File: config.mk
export PLATFORM = sky130hd
export DESIGN_NAME = uart_tx_buffer_wb
export DESIGN_NICKNAME = d
export VERILOG_FILES = /design/src/rtl/uart_tx_buffer_wb.sv
export SDC_FILE = /design/constraint.sdc
export NUM_CORES = 1
export LEC_CHECK = 0
export CELL_PAD_IN_SITES_DETAIL_PLACEMENT = 1
export CELL_PAD_IN_SITES_GLOBAL_PLACEMENT = 1
export CORE_UTILIZATION = 30
export DETAILED_ROUTE_END_ITERATION = 7
export PLACE_DENSITY = 0.71
export SYNTH_ARGS = -nofsm -noshare
export SYNTH_HDL_FRONTEND = slang
export SYNTH_SLANG_ARGS = --single-unit
File: constraint.sdc
create_clock -name wb_clk_i -period 3.1 [get_ports wb_clk_i]
set_input_delay 0.62 -clock wb_clk_i [delete_from_list [all_inputs] [get_ports wb_clk_i]]
set_output_delay 0.62 -clock wb_clk_i [all_outputs]
set_load 0.02 [all_outputs]
File: src/rtl/uart_tx_buffer_wb.sv
// uart_tx_buffer_wb: byte FIFO between the CPU bus and the Wishbone UART.
// The slave port accepts TXD pushes and STAT reads/clears with a one-cycle
// ack. A small Wishbone master drains the FIFO into the UART. It polls the
// UART status word for tx_busy (bit 9) and writes the UART data register
// whenever the transmitter is idle.
module uart_tx_buffer_wb #(
  parameter int DEPTH = 16
) (
  input  logic        wb_clk_i,
  input  logic        wb_rst_ni,
  // CPU-facing slave port
  input  logic [2:2]  s_wb_adr_i,
  input  logic [31:0] s_wb_dat_i,
  output logic [31:0] s_wb_dat_o,
  input  logic        s_wb_we_i,
  input  logic [3:0]  s_wb_sel_i,
  input  logic        s_wb_stb_i,
  output logic        s_wb_ack_o,
  // UART-facing master port
  output logic [2:2]  m_wb_adr_o,
  output logic [31:0] m_wb_dat_o,
  input  logic [31:0] m_wb_dat_i,
  output logic        m_wb_we_o,
  output logic [3:0]  m_wb_sel_o,
  output logic        m_wb_stb_o,
  input  logic        m_wb_ack_i
);

  localparam int AW = $clog2(DEPTH);
  localparam logic [AW:0] DEPTH_C = (AW + 1)'(DEPTH);

  // UART status register bit that reports an ongoing transmission.
  localparam int TX_BUSY_BIT = 9;

  typedef enum logic [1:0] {
    IDLE,
    POLL,
    WRITE,
    GAP
  } state_e;

  // ---------------------------------------------------------------------------
  // State
  // ---------------------------------------------------------------------------
  logic [7:0]    mem_q [DEPTH];
  logic [AW-1:0] wr_ptr_q, wr_ptr_d;
  logic [AW-1:0] rd_ptr_q, rd_ptr_d;
  logic [AW:0]   count_q, count_d;
  logic          ovf_q, ovf_d;
  logic          s_ack_q, s_ack_d;

  state_e        state_q, state_d;
  logic          m_stb_q, m_stb_d;
  logic          m_we_q, m_we_d;
  logic [3:0]    m_sel_q, m_sel_d;
  logic [31:0]   m_dat_q, m_dat_d;
  logic [2:2]    m_adr_q, m_adr_d;

  // ---------------------------------------------------------------------------
  // Combinational helpers
  // ---------------------------------------------------------------------------
  logic       empty;
  logic       full;
  logic       s_access;
  logic       push_req;
  logic       push;
  logic       pop;
  logic       ovf_clr;
  logic [7:0] count8;

  // Bits of the input words that this block intentionally ignores.
  logic unused_inputs;
  assign unused_inputs = ^{s_wb_dat_i[31:8], s_wb_sel_i[3:1],
                           m_wb_dat_i[31:TX_BUSY_BIT+1], m_wb_dat_i[TX_BUSY_BIT-1:0]};

  assign empty = (count_q == '0);
  assign full  = (count_q == DEPTH_C);

  // Slave decode: an access takes effect on the edge where the ack rises.
  always_comb begin
    // NOTE: every always_comb output gets a default first; a path that leaves
    // a signal unassigned would infer a latch.
    s_access = 1'b0;
    push_req = 1'b0;
    ovf_clr  = 1'b0;
    s_access = s_wb_stb_i & ~s_ack_q;
    push_req = s_access & s_wb_we_i & (s_wb_adr_i == 1'b0) & s_wb_sel_i[0];
    ovf_clr  = s_access & s_wb_we_i & (s_wb_adr_i == 1'b1) & s_wb_sel_i[0]
               & s_wb_dat_i[2];
  end

  // A push is rejected by the pre-edge full flag, even when a pop happens on
  // the same edge. A new overflow wins over a simultaneous clear.
  always_comb begin
    push    = push_req & ~full;
    s_ack_d = s_wb_stb_i & ~s_ack_q;
    ovf_d   = (push_req & full) | (ovf_q & ~ovf_clr);
  end

  // FIFO pointer and occupancy update.
  always_comb begin
    wr_ptr_d = wr_ptr_q;
    rd_ptr_d = rd_ptr_q;
    count_d  = count_q;
    if (push) wr_ptr_d = wr_ptr_q + AW'(1);
    if (pop)  rd_ptr_d = rd_ptr_q + AW'(1);
    unique case ({push, pop})
      2'b10:   count_d = count_q + (AW + 1)'(1);
      2'b01:   count_d = count_q - (AW + 1)'(1);
      default: count_d = count_q;
    endcase
  end

  // Slave read mux: TXD reads as zero, STAT packs the FIFO status.
  always_comb begin
    count8         = '0;
    count8[AW:0]   = count_q;
    s_wb_dat_o     = '0;
    if (s_wb_adr_i == 1'b1) begin
      s_wb_dat_o = {16'd0, count8, 5'd0, ovf_q, full, empty};
    end
  end

  // Master FSM next state: poll tx_busy, write the head byte when the
  // UART is idle, and always insert a one-cycle gap after a write or busy poll.
  always_comb begin
    state_d = state_q;
    m_stb_d = m_stb_q;
    m_we_d  = m_we_q;
    m_sel_d = m_sel_q;
    m_dat_d = m_dat_q;
    m_adr_d = m_adr_q;
    pop     = 1'b0;
    unique case (state_q)
      IDLE: begin
        if (!empty) begin
          state_d = POLL;
          m_stb_d = 1'b1;
          m_we_d  = 1'b0;
          m_adr_d = 1'b0;
          m_sel_d = 4'b0010;
        end
      end
      POLL: begin
        if (m_wb_ack_i) begin
          if (m_wb_dat_i[TX_BUSY_BIT]) begin
            state_d = GAP;
            m_stb_d = 1'b0;
            m_we_d  = 1'b0;
            m_sel_d = 4'b0000;
          end else begin
            // Head byte is frozen here so later pushes cannot disturb it.
            state_d = WRITE;
            m_stb_d = 1'b1;
            m_we_d  = 1'b1;
            m_adr_d = 1'b0;
            m_sel_d = 4'b0001;
            m_dat_d = {24'd0, mem_q[rd_ptr_q]};
          end
        end
      end
      WRITE: begin
        if (m_wb_ack_i) begin
          pop     = 1'b1;
          state_d = GAP;
          m_stb_d = 1'b0;
          m_we_d  = 1'b0;
          m_sel_d = 4'b0000;
        end
      end
      GAP: begin
        if (!empty) begin
          state_d = POLL;
          m_stb_d = 1'b1;
          m_we_d  = 1'b0;
          m_adr_d = 1'b0;
          m_sel_d = 4'b0010;
        end else begin
          state_d = IDLE;
        end
      end
      default: begin
        state_d = IDLE;
        m_stb_d = 1'b0;
        m_we_d  = 1'b0;
        m_sel_d = 4'b0000;
      end
    endcase
  end

  // ---------------------------------------------------------------------------
  // Registers
  // ---------------------------------------------------------------------------

  // FIFO storage write port.
  // NOTE: the data array has no reset; only pointers and count need one, and
  // leaving the array unreset lets it map onto plain RAM.
  always_ff @(posedge wb_clk_i) begin
    if (push) mem_q[wr_ptr_q] <= s_wb_dat_i[7:0];
  end

  // FIFO control and slave-side status registers.
  always_ff @(posedge wb_clk_i or negedge wb_rst_ni) begin
    // NOTE: sequential state uses non-blocking assignments only, so every
    // flop samples pre-edge values regardless of block ordering.
    if (!wb_rst_ni) begin
      wr_ptr_q <= '0;
      rd_ptr_q <= '0;
      count_q  <= '0;
      ovf_q    <= 1'b0;
      s_ack_q  <= 1'b0;
    end else begin
      wr_ptr_q <= wr_ptr_d;
      rd_ptr_q <= rd_ptr_d;
      count_q  <= count_d;
      ovf_q    <= ovf_d;
      s_ack_q  <= s_ack_d;
    end
  end

  // Master FSM state and its registered bus outputs.
  always_ff @(posedge wb_clk_i or negedge wb_rst_ni) begin
    if (!wb_rst_ni) begin
      state_q <= IDLE;
      m_stb_q <= 1'b0;
      m_we_q  <= 1'b0;
      m_sel_q <= 4'b0000;
      m_dat_q <= '0;
      m_adr_q <= 1'b0;
    end else begin
      state_q <= state_d;
      m_stb_q <= m_stb_d;
      m_we_q  <= m_we_d;
      m_sel_q <= m_sel_d;
      m_dat_q <= m_dat_d;
      m_adr_q <= m_adr_d;
    end
  end

  assign s_wb_ack_o = s_ack_q;
  assign m_wb_stb_o = m_stb_q;
  assign m_wb_we_o  = m_we_q;
  assign m_wb_sel_o = m_sel_q;
  assign m_wb_dat_o = m_dat_q;
  assign m_wb_adr_o = m_adr_q;

endmodule

# Yosys cells after proc, flatten, opt, wreduce, memory -nomap -nowiden
# Memories as Yosys holds them, arrays and structs flattened. A register that Yosys moved wholly into a read port is not among the register bits.
# Cells that the tools add are included.
[classes]
n_addsub = 4
n_mul = 0
div = 0
n_lt_le_gt_ge = 0
n_eq_ne = 11
shifts = 0
n_mux = 27
bitwise_logic = 16
n_reduce_logical = 10
[op_table]
columns = ["cell", "count"]
rows = [
  ["$mux 1", 14],
  ["$mux 13", 1],
  ["$mux 4", 3],
  ["$pmux 4 s3", 1],
  ["$and 1x1->1", 10],
  ["$ne 2x2->1 const B", 5],
  ["$pmux 5 s2", 1],
  ["$reduce_and 3->1", 3],
  ["$add 4x1->4 const B", 2],
  ["$pmux 2 s4", 1],
  ["$eq 2x2->1 const B", 3],
  ["$mux 2", 3],
  ["$pmux 1 s3", 2],
  ["$add 5x1->5 const B", 1],
  ["$eq 5x5->1 const B", 1],
  ["$logic_not 5->1", 1],
  ["$not 1->1", 5],
  ["$sub 5x1->5 const B", 1],
  ["$eq 2x1->1 const B", 2],
  ["$reduce_and 4->1", 1],
  ["$reduce_bool 2->1", 2],
  ["$logic_not 2->1", 1],
  ["$pmux 1 s2", 1],
  ["$reduce_or 2->1", 1],
  ["2 further kinds", 2],
]
[totals]
reg_bits = 24
latchBits = 0
mem_bits_rw = 128
rom_bits = 0
inputBits = 74
output_inout_bits = 72
wordCells = 79
memories = 1
[memory_table]
columns = ["memory", "depth", "width", "read_ports", "rd_ports_with_merged_regs", "wr", "line_no", "source"]
rows = [
  ["mem_q", 16, 8, 1, 1, 1, "45", "logic [7:0] mem_q [DEPTH];"],
]

# Longest topological paths before layout
# Gate-level depths: netlist of the first run.
[depth]
ltp_word = 9
mapped_depth = 12
mapped_depth_nobuf = 10

# Worst setup path before layout of the first run
# OpenSTA, ideal clock, no wires.
[synth_timing]
path_type = "input to register"
from = "input s_wb_sel_i[0]"
to = "register count_q[4]"
setup_time_ns = 0.081
t_arrival_ns = 2.789
required_time_ns = 3.019
slack_ns = 0.231
stages = 11
n_path_buf = 1
path_cell_list = "nand4b_1 a211oi_2 inv_1 ha_1 clkbuf_1 xor2_1 ha_1 a21boi_0 o32ai_1 nor4b_1 xnor2_1"
[synth_between]
elab_chain_cells = 4
elab_cells_between_ends = 6
classes_between = "eq/ne: 2; mux: 1; bitwise: 2; reduce/logical: 1"
[synth_rtl]
columns = ["element", "line_no", "source"]
rows = [
  ["from (decl)", "16", "input logic [3:0] s_wb_sel_i,"],
  ["$and 1x1->1 (*)", "87", "push_req = s_access & s_wb_we_i & (s_wb_adr_i == 1'b0) & s_wb_sel_i[0];"],
  ["$and 1x1->1 (*)", "95", "push = push_req & ~full;"],
  ["$eq 2x1->1 / $eq 2x2->1 (equally long branches)", "107", "unique case ({push, pop})"],
  ["$pmux 5 s2 / $reduce_bool 2->1 (equally long branches)", "-", ""],
  ["to (signal assigned)", "215", "count_q <= count_d;"],
  ["to (decl)", "48", "logic [AW:0] count_q, count_d;"],
]
# Every way passes the cells marked *; elsewhere a longest branch is shown, timed or not.
# A chain may end at the register's enable or synchronous reset.

# Final worst setup path of the first run
[layout_timing]
from = "register count_q[1]"
to = "output s_wb_dat_o[0]"
[layout_between]
elab_chain_cells = 2
[layout_rtl]
columns = ["element", "line_no", "source"]
rows = [
  ["$logic_not 5->1", "76", "assign empty = (count_q == '0);"],
  ["$mux 13", "119", "if (s_wb_adr_i == 1'b1) begin"],
  ["to (decl)", "14", "output logic [31:0] s_wb_dat_o,"],
]
# No other way between the ends.

==> metrics.csv, run 1 <==
metric,value,unit
status,"finished, final reports clean",
origin of the critical flop-to-flop path,count_q[1],
Tmin final,2.97,ns
number of buffers added on ports,36,
Worst VDD drop,0.000481,V
Max stage delay on crit path,0.60,ns
share of the synthesized area in the top cell type,0.551,
fill count,2315,
Synth Instances,429,
# diodes,0,
first-pass GRT wire length,23300,um
Util after Layout,0.367,
row cnt,55,
CORE AREA,22700,um2
"Req. time, crit path",2.48,ns
crit path cell chain,or4_4 -> nor2_1 -> and2_1 -> clkdlybuf4s50_1,
final wirelength,15000,um
H-tree Lvls,4,
wire length per cell,18.6,um
"top cells by area, synth","edfxtp_1 (55%), dfrtp_1 (10%), mux4_2 (6.8%)",
initial antenna violation count,0,
Max Freq,0.337,GHz
First-pass DRT Iterations,4,
Yosys reg bits,156,
Longest Clk Path Bufs,2,
Slowest cell on crit path,clkdlybuf4s50_1,
CP endpoint kind,output pin,
Final Max Slew Viols,0,
Slew HR,0.404,
P&R area growth vs syn,19.6,%
max_cap viols,0,
placed cell areas,7710,um2
number of flops mapped to enable cells by yosys,128,
largest area contributor in the synthesized netlist,edfxtp_1,
I/O pins,146,
RSZ-0062 raised after global routing,no,
static leakage,0.00301,uW
# setup viols final,0,
hold_sp,s_wb_ack_o,
Initial Utilization,0.307,
clk_skew,0.0100,ns
Crit path arrival time,2.35,ns
clock root cell,clkbuf_16,
routed vias/inst,4.63,
synth warn,0,
vias in the first global route,4069,
Avg Inst Size Synth,16.3,um2
die height,154,um
post-route antenna net violation count,0,
Worst-Skew Late Latency,0.42,ns
endpoints failing hold,0,
final net count,594,
Reg area,4550,um2
Tcrit/Tclk final,0.958,
Multi-input gate area,2100,um2
count of hold-fix buffers inserted at cts,0,
Setup CP Type,reg2out,
layout cells sized above 1,0.224,
final worst slack,0.131,ns
Final GP Congestion,0.828,
fin area,8340,um2
CP Launch Point,count_q[1],
most common library cells after synthesis,"edfxtp_1 (128), buf_4 (54), dfrtp_1 (28), mux4_2 (21), nor2_1 (21)",
largest net degree at the start of global routing,29,
Vias,3723,
detailed placer's ending HPWL,10300,um
critical path launch point type,register,
Synth async-reset ratio,0.179,
GRT Util Overall,0.133,
Place WS,-0.363,ns
most frequent cell after synthesis,edfxtp_1,
"Top FF cell, synth",edfxtp_1,
CTS Buf Count,17,
Slew @ Worst Pin,0.894,ns
PD cells,832,nW/um2
hold crit path type,reg2reg,
"CTS clk-pin slew, worst paths",0.07,ns
total clock sinks,156,
Netlist cell types,54,
CTS tree,yes,
grt ovf,0,
crit path max fanout,10,
Die X-Extent,154,um
hold slack,0.470,ns
DRC viols,0,
die footprint,23900,um2
register area share after synthesis,0.652,
Design Power,6930,uW
synthesized area,6970,um2
Initial DRC Count,220,
[logic make-up (layout without fill, tap and decap cells)]
kind of cell | count (synthesis) | in the layout | synth area share
flip-flops | 156 | 156 | 0.652
buffers and inverters | 80 | 120 | 0.0755
AND/OR/NAND/NOR | 77 | 77 | 0.0590
multiplexers | 52 | 52 | 0.133
AO/OA/AOI/OAI | 38 | 38 | 0.0411
adder cells (fa/ha/maj) | 14 | 14 | 0.0251
XOR/XNOR | 11 | 11 | 0.0138
other | 1 | 51 | 0.000538
[final timing paths]
check / to / slack, ns / depth (start not counted)
worst max-delay path: s_wb_dat_o[0] / 0.13 / 4
worst min-delay path: s_wb_ack_o / 0.47 / 1
worst max register to register: count_q[4] / 0.31 / 10
worst min register to register: s_wb_ack_o / 0.47 / 1
max in group asynchronous: count_q[2] / 2.17 / 2
min in group asynchronous: count_q[0] / 0.61 / 2
[sequential cells by signal, indices dropped and copies added (netlist names)]
signal / cells
count_q: 5
m_wb_stb_o: 1
wr_ptr_q: 4
m_wb_dat_o: 8
m_wb_sel_o: 2
state_q: 2
s_wb_ack_o: 1
mem_q: 128
rd_ptr_q: 4
ovf_q: 1
[report_power, final]
part,switching [uW],internal [uW]
combinational,983,1020
clock,884,1290
sequential,311,2450
total,2180,4760
[critical path: cells and delay by family (launching register included)]
kind,cells,cell delay [ns]
buffers and inverters,1,0.60
flip-flops,1,0.48
AND/OR/NAND/NOR,3,0.85
[per-layer routing]
layer | global-route usage | up-vias | wire [um]
met1 | 0.164 | 1895 | 6400
met4 | 0.0509 | 0 | 168
met5 | 0 | - | 0
met3 | 0.0300 | 14 | 870
met2 | 0.226 | 128 | 7560
li1 | - | 1686 | -
[cells in the final DEF, fill, tap and decap left out, drive strengths merged, types with 2 or more instances in the layout]
| cell type | count |
|---|---|
| buf | 45 |
| xor2 | 3 |
| clkinvlp | 3 |
| edfxtp | 128 |
| nor2 | 21 |
| mux2i | 11 |
| a22oi | 6 |
| bufinv | 3 |
| a2111oi | 2 |
| nor3b | 2 |
| nor3 | 7 |
| ha | 14 |
| nand4 | 2 |
| a211o | 2 |
| mux2 | 12 |
| and2 | 8 |
| clkinv | 3 |
| a21oi | 3 |
| dfrtp | 28 |
| xnor2 | 8 |
| o21ai | 13 |
| mux4 | 29 |
| nand3b | 2 |
| o32ai | 2 |
| inv | 12 |
| clkbuf | 18 |
| nand2 | 14 |
| nor2b | 6 |
| nor4 | 2 |
| clkdlybuf4s50 | 36 |
| nor4b | 2 |
| nand2b | 4 |
| conb | 51 |
[per-stage QoR]
step	TNS, ns	cells
floorplan	0	479
global placement	-0.281	771
detailed placement	-0.363	771
CTS	0	803
global route	0	804
finish	0	804
[layout make-up]
type,instances,area share
well taps,285,0.0428
clock inverters,14,0.0221
multi-input cells,243,0.251
clock buffers,18,0.0515
repair buffers,81,0.0837
inverters,7,0.00315
flip-flops and latches,156,0.545
[what timing repair did]
| item | in CTS | in global routing |
|---|---|---|
| endpoints found under the hold margin | 0 | 0 |
| setup endpoints to repair | 0 | 2 |
| setup buffers | 0 | 1 |
| gates resized for setup | 0 | 3 |
Power figures use the tool's default switching activity.
==> inputs of run 2 (changes only) <==
PLACE_DENSITY = 0.69   (was 0.71)
clock period = 3.4 ns   (was 3.1 ns; I/O delays follow)
==> metrics.csv, run 2 (synthesized netlist as in run 1, its figures left out) <==
metric,value,unit,change
status,"finished, final reports clean",,
P&R area growth vs syn,17.9,%,
number of flip-flops in the largest register,128,,unchanged
Worst-Skew Late Latency,0.43,ns,about the same
post-route antenna net violation count,0,,unchanged
Max stage delay on crit path,0.48,ns,-0.12 ns
Place WS,-0.141,ns,+0.222 ns
Initial DRC Count,248,,+13%
Tmin final,3.09,ns,
total clock sinks,156,,unchanged
"CP delay by family, top",compound AO/OA/AOI/OAI gates,,
crit path max fanout,4,,-6
CP bufs+invs,2,,+1
Non-Filler Instances,792,,-1.5%
count of hold-fix buffers inserted at cts,0,,unchanged
grt ovf,0,,unchanged
most frequent cell on the critical path,ha_1,,
row cnt,55,,unchanged
H-tree Lvls,4,,unchanged
RSZ-0062 raised after global routing,no,,
clk_skew,0.0104,ns,+0.000371 ns
Seq pwr share,0.410,,+0.012
initial antenna violation count,0,,unchanged
Clock Power Share,0.306,,-0.007
CTS Buf Count,17,,unchanged
CP Launch Point,s_wb_stb_i,,
setup TNS,0,ns,unchanged
Setup CP Type,in2reg,,
post-CTS setup repair buffer count,0,,unchanged
Slowest cell on crit path,clkdlybuf4s50_1,,
Reg with most FFs,mem_q,,
CP endpoint kind,register,,
Slew @ Worst Pin,1.04,ns,+0.146 ns
crit path cell chain,clkdlybuf4s50_1 -> nand4b_1 -> a211oi_2 -> inv_1 -> ha_1 -> xor2_1 -> ha_1 -> a21boi_0 -> o32ai_1 -> nor4b_1 -> xnor2_1,,
I/O pins,146,,unchanged
Initial Utilization,0.307,,unchanged
clock root cell,clkbuf_16,,
max_cap viols,0,,unchanged
final net count,583,,-1.9%
routed vias/inst,4.70,,+1.5%
origin of the critical flop-to-flop path,count_q[1],,
Die X-Extent,154,um,unchanged
most frequent cells in the layout,"edfxtp_1 (128), conb_1 (51), clkdlybuf4s50_1 (36)",,
CORE AREA,22700,um2,unchanged
critical path launch point type,input pin,,
static leakage,0.00294,uW,-2.3%
Vias,3723,,unchanged
die footprint,23900,um2,unchanged
PD cells,755,nW/um2,-9.2%
Util after Layout,0.362,,-0.00523
Max Freq,0.323,GHz,
first-pass GRT wire length,22700,um,-2.7%
Final Max Slew Viols,0,,unchanged
CTS tree,yes,,
GRT Util Overall,0.129,,-0.00357
hold_sp,s_wb_ack_o,,
"leading cell type in the layout, fill and taps excluded",edfxtp_1,,
Logic pwr share,0.284,,-0.005
switching power,1990,uW,-8.8%
Longest Clk Path Bufs,2,,unchanged
Tcrit/Tclk final,0.909,,
hold crit path type,reg2reg,,
vias in the first global route,3914,,-3.8%
First-pass DRT Iterations,4,,unchanged
"Req. time, crit path",3.75,ns,+1.27 ns
Slew HR,0.307,,-0.0974
Worst VDD drop,0.000401,V,-17%
internal power,4220,uW,-11%
"CTS clk-pin slew, worst paths",0.06,ns,about the same
cts repair resizes,0,,unchanged
# setup viols final,0,,unchanged
DP Cell Count,761,,-1.3%
die height,154,um,unchanged
endpoints failing hold,0,,unchanged
number of buffers added on ports,36,,unchanged
final worst slack,0.309,ns,+0.178 ns
# diodes,0,,unchanged
Sw Share,0.320,,+0.00577
detailed placer's ending HPWL,10000,um,-2.0%
DRC viols,0,,unchanged
layout cells sized above 1,0.201,,-0.0223
Crit path arrival time,3.44,ns,+1.09 ns
wire length per cell,18.5,um,-1.1%
largest net degree at the start of global routing,29,,unchanged
Final GP Congestion,0.842,,+1.7%
final wirelength,14600,um,-2.5%
==> run 2: changes by cell type in the layout (fill, tap and decap cells not counted) <==
cell | before | now
clkbuf_1 | 1 | 0
bufinv_16 | 3 | 2
buf_4 | 45 | 34
clkinv_4 | 2 | 3
nor4b_1 | 1 | 2
nor4b_2 | 1 | 0
inv_8 | 2 | 1
dfrtp_2 | 2 | 0
dfrtp_1 | 26 | 28
inv_6 | 3 | 4
==> run 2: through the flow <==
| step | total power (uW) | instance area (um2) | hold WS, ns |
|---|---|---|---|
| 2_1_floorplan | 3840 | 7160 | 0.384 |
| 3_3_place_gp | 4280 | 7630 | 0.464 |
| 3_5_place_dp | 4370 | 7630 | 0.477 |
| 4_1_cts | 6280 | 8220 | 0.493 |
| 5_1_grt | 6500 | 8220 | 0.528 |
| 6_report | 6210 | 8220 | 0.477 |
==> run 2: path summary, 6_finish.rpt <==
| check | endpoint | slack [ns] | depth (start not counted) |
|---|---|---|---|
| setup / recovery | count_q[4] | 0.31 | 11 |
| min in group asynchronous | count_q[2] | 0.66 | 2 |
| max in group asynchronous | rd_ptr_q[2] | 2.43 | 2 |
| hold / removal | s_wb_ack_o | 0.48 | 1 |
| hold reg to reg | s_wb_ack_o | 0.48 | 1 |
| setup reg to reg | count_q[4] | 0.48 | 11 |
==> run 2: cell type report <==
cell class                 instances  area, um2
clock inverter                    14        160
clock buffer                      17        425
sequential                       156       4540
fill                            2312      14500
inverter                           7       26.3
multi-input combinational        243       2090
tap                              285        357
timing repair buffer              70        616
==> run 2: per-layer routing <==
| metal | global-route usage | part of all wire | vias up | wire length, um |
|---|---|---|---|---|
| li1 | - | - | 1669 | - |
| met1 | 0.167 | 0.46 | 1911 | 6730 |
| met2 | 0.215 | 0.48 | 126 | 7050 |
| met3 | 0.0331 | 0.045 | 17 | 656 |
| met4 | 0.0363 | 0.012 | 0 | 180 |
| met5 | 0 | 0 | - | 0 |
==> run 2: power by group through the flow <==
stage               combinational [uW]  sequential, uW  clock, uW
detailed placement                1780            2590          0
global route                      1910            2580       2010
global placement                  1710            2570          0
floorplan                         1400            2430          0
finish                            1760            2550       1900
CTS                               1790            2560       1940
==> run 2: worst reg2reg max path, cell delays in order (launching register included) <==
cell and delay (ns):
dfrtp_1 0.52, nor4_1 0.10, buf_4 0.15, a211oi_2 0.32, inv_1 0.12, ha_1 0.28, xor2_1 0.15, ha_1 0.23
a21boi_0 0.26, o32ai_1 0.13, nor4b_1 0.41, xnor2_1 0.17
